`src/rtl/vector_popcount_seq_if.sv`:
```
// Request/result handshake bundle for vector_popcount_seq.
// master = requester side, slave = counter side.
interface vector_popcount_seq_if #(
   parameter int unsigned VWIDTH = 64,
   parameter int unsigned SWIDTH = $clog2(VWIDTH + 1)
) ();
   logic              abort;
   logic              in_valid;
   logic              in_ready;
   logic [VWIDTH-1:0] in_vector;
   logic              out_valid;
   logic              out_ready;
   logic [SWIDTH-1:0] out_sum;
   logic              busy;

   modport master (
      output abort, in_valid, in_vector, out_ready,
      input  in_ready, out_valid, out_sum, busy
   );

   modport slave (
      input  abort, in_valid, in_vector, out_ready,
      output in_ready, out_valid, out_sum, busy
   );
endinterface

```
`src/rtl/vector_popcount_seq.sv`:
```
// Sequential population counter: CWIDTH bits per cycle through a registered chunk stage.
// Optional macro VECTOR_POPCOUNT_SEQ_EARLY_EXIT_EN skips chunks once the remainder is all fill.
module vector_popcount_seq #(
   parameter int unsigned VWIDTH     = 64,
   parameter int unsigned CWIDTH     = 8,
   parameter bit          SEARCH_VAL = 1'b1
) (
   input logic                  clk,
   input logic                  rst_n,
   vector_popcount_seq_if.slave bus_io
);
   localparam int unsigned SWIDTH = $clog2(VWIDTH + 1);
   localparam int unsigned NCHUNK = VWIDTH / CWIDTH;
   localparam int unsigned CNTW   = $clog2(CWIDTH + 1);
   localparam int unsigned IDXW   = (NCHUNK > 1) ? $clog2(NCHUNK) : 1;
   localparam logic [IDXW-1:0]   LAST_IDX = IDXW'(NCHUNK - 1);
   localparam logic [VWIDTH-1:0] FILL     = {VWIDTH{~SEARCH_VAL}};

   typedef enum logic [1:0] {StIdle, StRun, StDrain, StDone} state_e;

   state_e            state_q;
   logic [VWIDTH-1:0] shift_q;
   logic [IDXW-1:0]   idx_q;
   logic [CNTW-1:0]   chunk_q;
   logic              pipe_v_q;
   logic [SWIDTH-1:0] acc_q;
   logic              out_valid_q;

   logic              in_ready;
   logic              early_exit;
   logic [CNTW-1:0]   chunk_cnt;
   logic [VWIDTH-1:0] shift_nxt;

   always_comb begin
      chunk_cnt = '0;
      for (int i = 0; i < int'(CWIDTH); i++) begin
         if (shift_q[i] == SEARCH_VAL) chunk_cnt = chunk_cnt + 1'b1;
      end
   end

   // Vacated bits take the non-searched value so they never count.
   if (NCHUNK > 1) begin : g_shift
      assign shift_nxt = {{CWIDTH{~SEARCH_VAL}}, shift_q[VWIDTH-1:CWIDTH]};
   end else begin : g_noshift
      assign shift_nxt = FILL;
   end

`ifdef VECTOR_POPCOUNT_SEQ_EARLY_EXIT_EN
   assign early_exit = (shift_nxt == FILL);
`else
   assign early_exit = 1'b0;
`endif

   assign in_ready = (state_q == StIdle) && !bus_io.abort;

   always_ff @(posedge clk or negedge rst_n) begin
      if (!rst_n) begin
         state_q     <= StIdle;
         shift_q     <= '0;
         idx_q       <= '0;
         chunk_q     <= '0;
         pipe_v_q    <= 1'b0;
         acc_q       <= '0;
         out_valid_q <= 1'b0;
      end else if (bus_io.abort && (state_q != StIdle)) begin
         state_q     <= StIdle;
         idx_q       <= '0;
         pipe_v_q    <= 1'b0;
         acc_q       <= '0;
         out_valid_q <= 1'b0;
      end else begin
         unique case (state_q)
            StIdle: begin
               if (bus_io.in_valid && in_ready) begin
                  shift_q <= bus_io.in_vector;
                  acc_q   <= '0;
                  idx_q   <= '0;
                  state_q <= StRun;
               end
            end
            StRun: begin
               chunk_q  <= chunk_cnt;
               pipe_v_q <= 1'b1;
               shift_q  <= shift_nxt;
               idx_q    <= idx_q + 1'b1;
               if (pipe_v_q) acc_q <= acc_q + SWIDTH'(chunk_q);
               if ((idx_q == LAST_IDX) || early_exit) state_q <= StDrain;
            end
            StDrain: begin
               pipe_v_q    <= 1'b0;
               if (pipe_v_q) acc_q <= acc_q + SWIDTH'(chunk_q);
               out_valid_q <= 1'b1;
               state_q     <= StDone;
            end
            StDone: begin
               if (bus_io.out_ready) begin
                  out_valid_q <= 1'b0;
                  state_q     <= StIdle;
               end
            end
            default: state_q <= StIdle;
         endcase
      end
   end

   assign bus_io.in_ready  = in_ready;
   assign bus_io.out_valid = out_valid_q;
   assign bus_io.out_sum   = acc_q;
   assign bus_io.busy      = (state_q != StIdle);
endmodule

```
`src/flat_wrapper.sv`:
```
// flat-port wrapper written by rule: the top's interface ports become plain ports
module vector_popcount_seq_flat 
#(
   parameter int unsigned VWIDTH     = 64,
   parameter int unsigned CWIDTH     = 8,
   parameter bit          SEARCH_VAL = 1'b1
)
  (clk, rst_n, bus_io_abort, bus_io_in_valid, bus_io_in_vector, bus_io_out_ready, bus_io_in_ready, bus_io_out_valid, bus_io_out_sum, bus_io_busy);
  vector_popcount_seq_if #(.VWIDTH(VWIDTH)) bus_io_i ();
  input logic clk;
  input logic rst_n;
  input wire logic [$bits(bus_io_i.abort)-1:0] bus_io_abort;
  input wire logic [$bits(bus_io_i.in_valid)-1:0] bus_io_in_valid;
  input wire logic [$bits(bus_io_i.in_vector)-1:0] bus_io_in_vector;
  input wire logic [$bits(bus_io_i.out_ready)-1:0] bus_io_out_ready;
  output wire logic [$bits(bus_io_i.in_ready)-1:0] bus_io_in_ready;
  output wire logic [$bits(bus_io_i.out_valid)-1:0] bus_io_out_valid;
  output wire logic [$bits(bus_io_i.out_sum)-1:0] bus_io_out_sum;
  output wire logic [$bits(bus_io_i.busy)-1:0] bus_io_busy;
  assign bus_io_i.abort = bus_io_abort;
  assign bus_io_i.in_valid = bus_io_in_valid;
  assign bus_io_i.in_vector = bus_io_in_vector;
  assign bus_io_i.out_ready = bus_io_out_ready;
  assign bus_io_in_ready = bus_io_i.in_ready;
  assign bus_io_out_valid = bus_io_i.out_valid;
  assign bus_io_out_sum = bus_io_i.out_sum;
  assign bus_io_busy = bus_io_i.busy;
  vector_popcount_seq #(.VWIDTH(VWIDTH), .CWIDTH(CWIDTH), .SEARCH_VAL(SEARCH_VAL)) u_core (.clk(clk), .rst_n(rst_n), .bus_io(bus_io_i));
endmodule
```
`config.mk`:
```
export PLATFORM = sky130hd
export DESIGN_NAME = vector_popcount_seq_flat
export DESIGN_NICKNAME = d
export VERILOG_FILES = /design/src/rtl/vector_popcount_seq_if.sv /design/src/rtl/vector_popcount_seq.sv /design/src/flat_wrapper.sv
export SDC_FILE = /design/constraint.sdc
export NUM_CORES = 1
export LEC_CHECK = 0
export CAP_MARGIN = 30
export CORE_MARGIN = 3
export CORE_UTILIZATION = 58
export DETAILED_ROUTE_END_ITERATION = 16
export GPL_ROUTABILITY_DRIVEN = 1
export PLACE_DENSITY = 0.86
export SETUP_SLACK_MARGIN = 0.3
export SLEW_MARGIN = 20
export SYNTH_ARGS = -nofsm -noshare
export SYNTH_HDL_FRONTEND = slang
export SYNTH_SLANG_ARGS = --single-unit
```
`constraint.sdc`:
```
create_clock -name clk -period 9.3 [get_ports clk]
set_clock_uncertainty 0.15 [all_clocks]
set_input_delay 1.86 -clock clk [delete_from_list [all_inputs] [get_ports clk]]
set_output_delay 1.86 -clock clk [all_outputs]
set_load 0.05 [all_outputs]
```
[Word level (Yosys, flattened, before mapping)]
Cells that the tools add are included.
Operators by class
  add/subtract/negate cells: 9
  equal/unequal tests: 9
  multiplexer cells: 27
  bitwise logic cells: 1
  reductions and logical operators: 18
Operators by type and width (count)
  64-bit one-hot mux with 2 select lines: 1
  64-bit 2-to-1 mux: 1
  4-bit by 1-bit adder with 4-bit output, second input constant: 7
  4-bit 2-to-1 mux: 7
  7-bit 2-to-1 mux: 3
  7-bit one-hot mux with 2 select lines: 1
  3-bit nonzero test: 4
  3-bit AND reduction: 3
  2-bit 2-to-1 mux: 4
  2-bit one-hot mux with 4 select lines: 1
  7-bit by 4-bit adder with 7-bit output: 1
  3-bit 2-to-1 mux: 2
  3-bit by 1-bit inequality test with 1-bit output, second input constant: 2
  3-bit one-hot mux with 2 select lines: 1
  2-bit AND reduction: 3
  2-bit equality test, second input constant: 2
  1-bit 2-to-1 mux: 4
  1-bit one-hot mux with 2 select lines: 2
  2-bit nonzero test: 2
  3-bit by 1-bit adder with 3-bit output, second input constant: 1
  3-bit equality test, second input constant: 1
  1-bit logical AND: 3
  3-bit by 2-bit inequality test with 1-bit output, second input constant: 1
  3-bit inequality test, second input constant: 1
  other kinds (6): 6
Word-level totals
  register bits after elaboration: 82
  input bits: 69
  output and inout port bits: 10
  logic and storage cells: 71

[Depth between registers and ports, before layout]
  word-level depth: 15
  gate-level depth with buffers: 17
  gate-level depth less buffers: 17

[Least setup slack after synthesis]
No wires, ideal clock.
  kind: input-to-output
  from: in bus_io_abort
  to: out bus_io_in_ready
  arrival time: 2.697 ns
  required time: 7.290 ns
  slack: 4.593 ns
  cell stages on the path: 2
  path buffers: 1
  cell sequence: clkbuf_1 > nor2_1
On the way
  longest elaborated chain between the ends: 2
RTL lines
  start, declared: RTL line flat_wrapper.sv:12  | input wire logic [$bits(bus_io_i.abort)-1:0] bus_io_abort;
  1-bit logical NOT: RTL line vector_popcount_seq.sv:54  | assign in_ready = (state_q == StIdle) && !bus_io.abort;
  1-bit logical AND: RTL line vector_popcount_seq.sv:54
  end, declared: RTL line flat_wrapper.sv:16  | output wire logic [$bits(bus_io_i.in_ready)-1:0] bus_io_in_ready;
No other way between the ends.

[Worst setup path after layout]
Ends and elaborated chain as after synthesis.

==> impl_metrics.csv <==
group,metric,value,unit
outcome,status,"complete, no violations",
final_layout,n_fill_cell,532,
timing,post-route-period-util,0.5800,
route,avgViaCountPerCell,5.554,
timing,worst_slew_pin_slew,0.6245,ns
timing,finalMaxSlewViolations,0,
grt,grt_pass1_wl,16.06,mm
route,drtAntennaViolNets,0,
grt,met3_usage,0.05578,
route,wl,9.540,mm
pwr,leakage,2.519,nW
yosys,synth_top_area_frac,0.4482,
worst_setup_path,crit_arrival,3.38,ns
worst_setup_path,crit_type,"input port to output pin",
yosys,synthTopCellsByArea,"dfrtp_1 45%, mux2i_1 13%, o21ai_0 8.1%",
route,dr.pass1.iters,4,
cts,cts_made_buffers,9,
timing,slew_headroom,0.5837,
die,fp.coreArea,0.007447,mm^2
route,drtIter0Drc,192,
cts,cts_hold_buffers,0,
yosys,synthArstFlopShare,1.000,
worst_setup_path,crit_chain,"clkdlybuf4s50_1, nor2_1, clkdlybuf4s50_1",
yosys,synth.net_count,549,
yosys,ys_warn_count,0,
worst_setup_path,critical-path-top-delay-family,"buffers and inverters",
grt,antenna_found_initial,0,
final_layout,area_delta_synth_final,24.21,%
timing,fmax,185.4,MHz
worst_setup_path,cp_slowest_stage_delay,0.81,ns
die,die_w,94.85,um
route,vias,3510,
worst_setup_path,cp_num_buf_inv,2,
worst_setup_path,cp.required,7.29,ns
placement,port_buffers,78,
die,ios,79,
placement,routabilityCongestion,0.8594,
cts,cts_resized,0,
yosys,synth-edff-count,0,
grt,grtUsageMet1,0.2827,
grt,overflow,0,
placement,hpwl,6.934,mm
cts,post_cts_buffers,0,
final_layout,final_cells,632,
cts,root_buffer,"clkbuf_8",
pwr,powerDensity,343.2,mW/mm^2
worst_setup_path,crit_fanout,10,
cts,cts_max_level,3,
worst_setup_path,critPathLaunchType,"input port",
die,fp-row-count,31,
final_layout,fin_util,0.7636,
final_layout,layout.cells.most_common_list,"82 x dfrtp_1, 80 x nand2_1, 77 x clkdlybuf4s50_1, 74 x o21ai_0, 60 x mux2i_1",
die,die-area,0.008996,mm^2
cts,cts_sinks,82,
cts,clock_path_buffers,2,
final_layout,diodes,0,
worst_setup_path,crit_path_frequent_cell,"clkdlybuf4s50_1",
flow_run,drv_cap,0,
grt,grt_pass1_vias,3481,
timing,tns,0,ns
timing,setup_viol,0,
pwr,vdd_ir_drop_max,0.1412,mV
timing,period_needed,5.394,ns
pwr,power,1.952,mW
yosys,synth.cell_area,0.004578,mm^2
grt,grt_max_degree,121,
timing,hold_violations,0,
final_layout,nets,616,
grt,met2_usage,0.3993,
cts,cts.reportedPaths.clkPinSlew,0.08,ns
worst_hold_path,hold_class,"register to register",
worst_setup_path,crit_slowest_cell,"clkdlybuf4s50_1",
yosys,yosysTopAreaCell,"dfrtp_1",
cts,cts_tree,"built",
die,start_util,0.6148,
die,die_h,94.85,um
yosys,avgSynthCellArea,9.931,um^2
cts,clock_latency,0.34,ns
worst_setup_path,reg2reg_slack,5.52,ns
timing,rsz0062_at_grt,"false",
route,wl_per_cell,15.09,um
yosys,synth_top_flop_cell,"dfrtp_1",
grt,grtUsageTotal,0.2282,
timing,whs,0.3348,ns
yosys,synthCells,461,
final_layout,drive_above_1_share,0.06942,
worst_setup_path,crit_path_end_kind,"output pin",
grt,busiest_layer,"met2",
yosys,synth_cell_types,49,
placement,dp.cells,615,
final_layout,final_common_cell,"dfrtp_1",
yosys,yosysSeqAreaShare,0.4482,
route,drc,0,
yosys,ys_seq_elements,82,
-- registers in the layout, summed over array words and instances, names as in the netlist --
register	flops
u_core.shift_q	64
u_core.bus_io.out_sum	7
u_core.chunk_q	4
u_core.idx_q	3
u_core.state_q	2
u_core.bus_io.out_valid	1
u_core.pipe_v_q	1
-- path summary, 6_finish.rpt --
kind / to / from / cells after the start
hold reg to reg: u_core.shift_q[8] / u_core.shift_q[8] / 2
setup reg to reg: u_core.chunk_q[3] / u_core.shift_q[0] / 16
min in group asynchronous: u_core.bus_io.out_sum[6] / rst_n / 1
hold / removal: u_core.shift_q[8] / u_core.shift_q[8] / 2
max in group asynchronous: u_core.shift_q[11] / rst_n / 2
setup / recovery: bus_io_in_ready / bus_io_abort / 3
-- logic make-up after synthesis --
family	after synthesis	share of synthesized area
xor+xnor	18	0.04564
fa+ha+maj	19	0.05357
compound gates	111	0.1421
mux	63	0.1410
buf+inv	40	0.03662
flops	82	0.4482
simple gates	128	0.1328
-- routing by layer --
metal	share of wire	vias to the layer above
li1	-	1742
met1	0.42	1674
met2	0.51	84
met5	0	-
met3	0.055	10
met4	0.013	0
-- synthesized netlist by cell type, types with 2 or more instances --
cell and count:
nor2_1 5, a22o_1 8, and2_1 3, xor2_1 6, buf_2 2, a21oi_1 10, a21o_1 5, o21ai_0 74
nand2b_1 6, xnor2_2 2, dfrtp_1 82, nor2b_1 6, buf_6 2, nand3_1 7, or2_2 2, o22ai_1 3
clkbuf_1 19, and2b_1 2, xnor2_1 7, inv_1 12, nand4_1 4, mux2i_1 60, o31ai_1 4, nand2_1 80
buf_1 4, nor3_1 4, a21boi_0 2, ha_1 18, mux2_2 2
-- layout make-up --
cell class                      count  area [um^2]  area share
Multi-Input combinational cell    339         2372      0.4172
Sequential cell                    82         2052      0.3608
Timing Repair Buffer               83        860.8      0.1514
Clock buffer                       12        155.1     0.02728
Tap cell                           99        123.9     0.02178
Clock inverter                      4        73.82     0.01298
Inverter                           13        48.80    0.008581
-- stage by stage --
step / cell area, um^2 / setup slack, ns
4_1_cts: 5659 / 3.912
6_report: 5687 / 3.906
3_5_place_dp: 5430 / 3.914
5_1_grt: 5687 / 3.843
3_3_place_gp: 5390 / 3.938
2_1_floorplan: 4578 / 4.593
-- where the power goes --
| part | internal [mW] | switching, mW |
|---|---|---|
| clock network | 0.166 | 0.128 |
| logic | 0.474 | 0.559 |
| registers | 0.506 | 0.118 |
| total | 1.15 | 0.805 |
-- worst register-to-register path, stage by stage (launching register included) --
cell and delay (ns):
dfrtp_1 0.40, inv_1 0.08, ha_1 0.44, xor2_1 0.22
ha_1 0.31, nand2b_1 0.17, or2_2 0.30, a31o_1 0.25
a21oi_1 0.13, a21o_1 0.10, ha_1 0.14, nand2_1 0.06
xor2_1 0.17, xnor2_1 0.16, nor4_2 0.23, and3b_1 0.20
o31ai_1 0.18
Power figures use the tool's default switching activity.
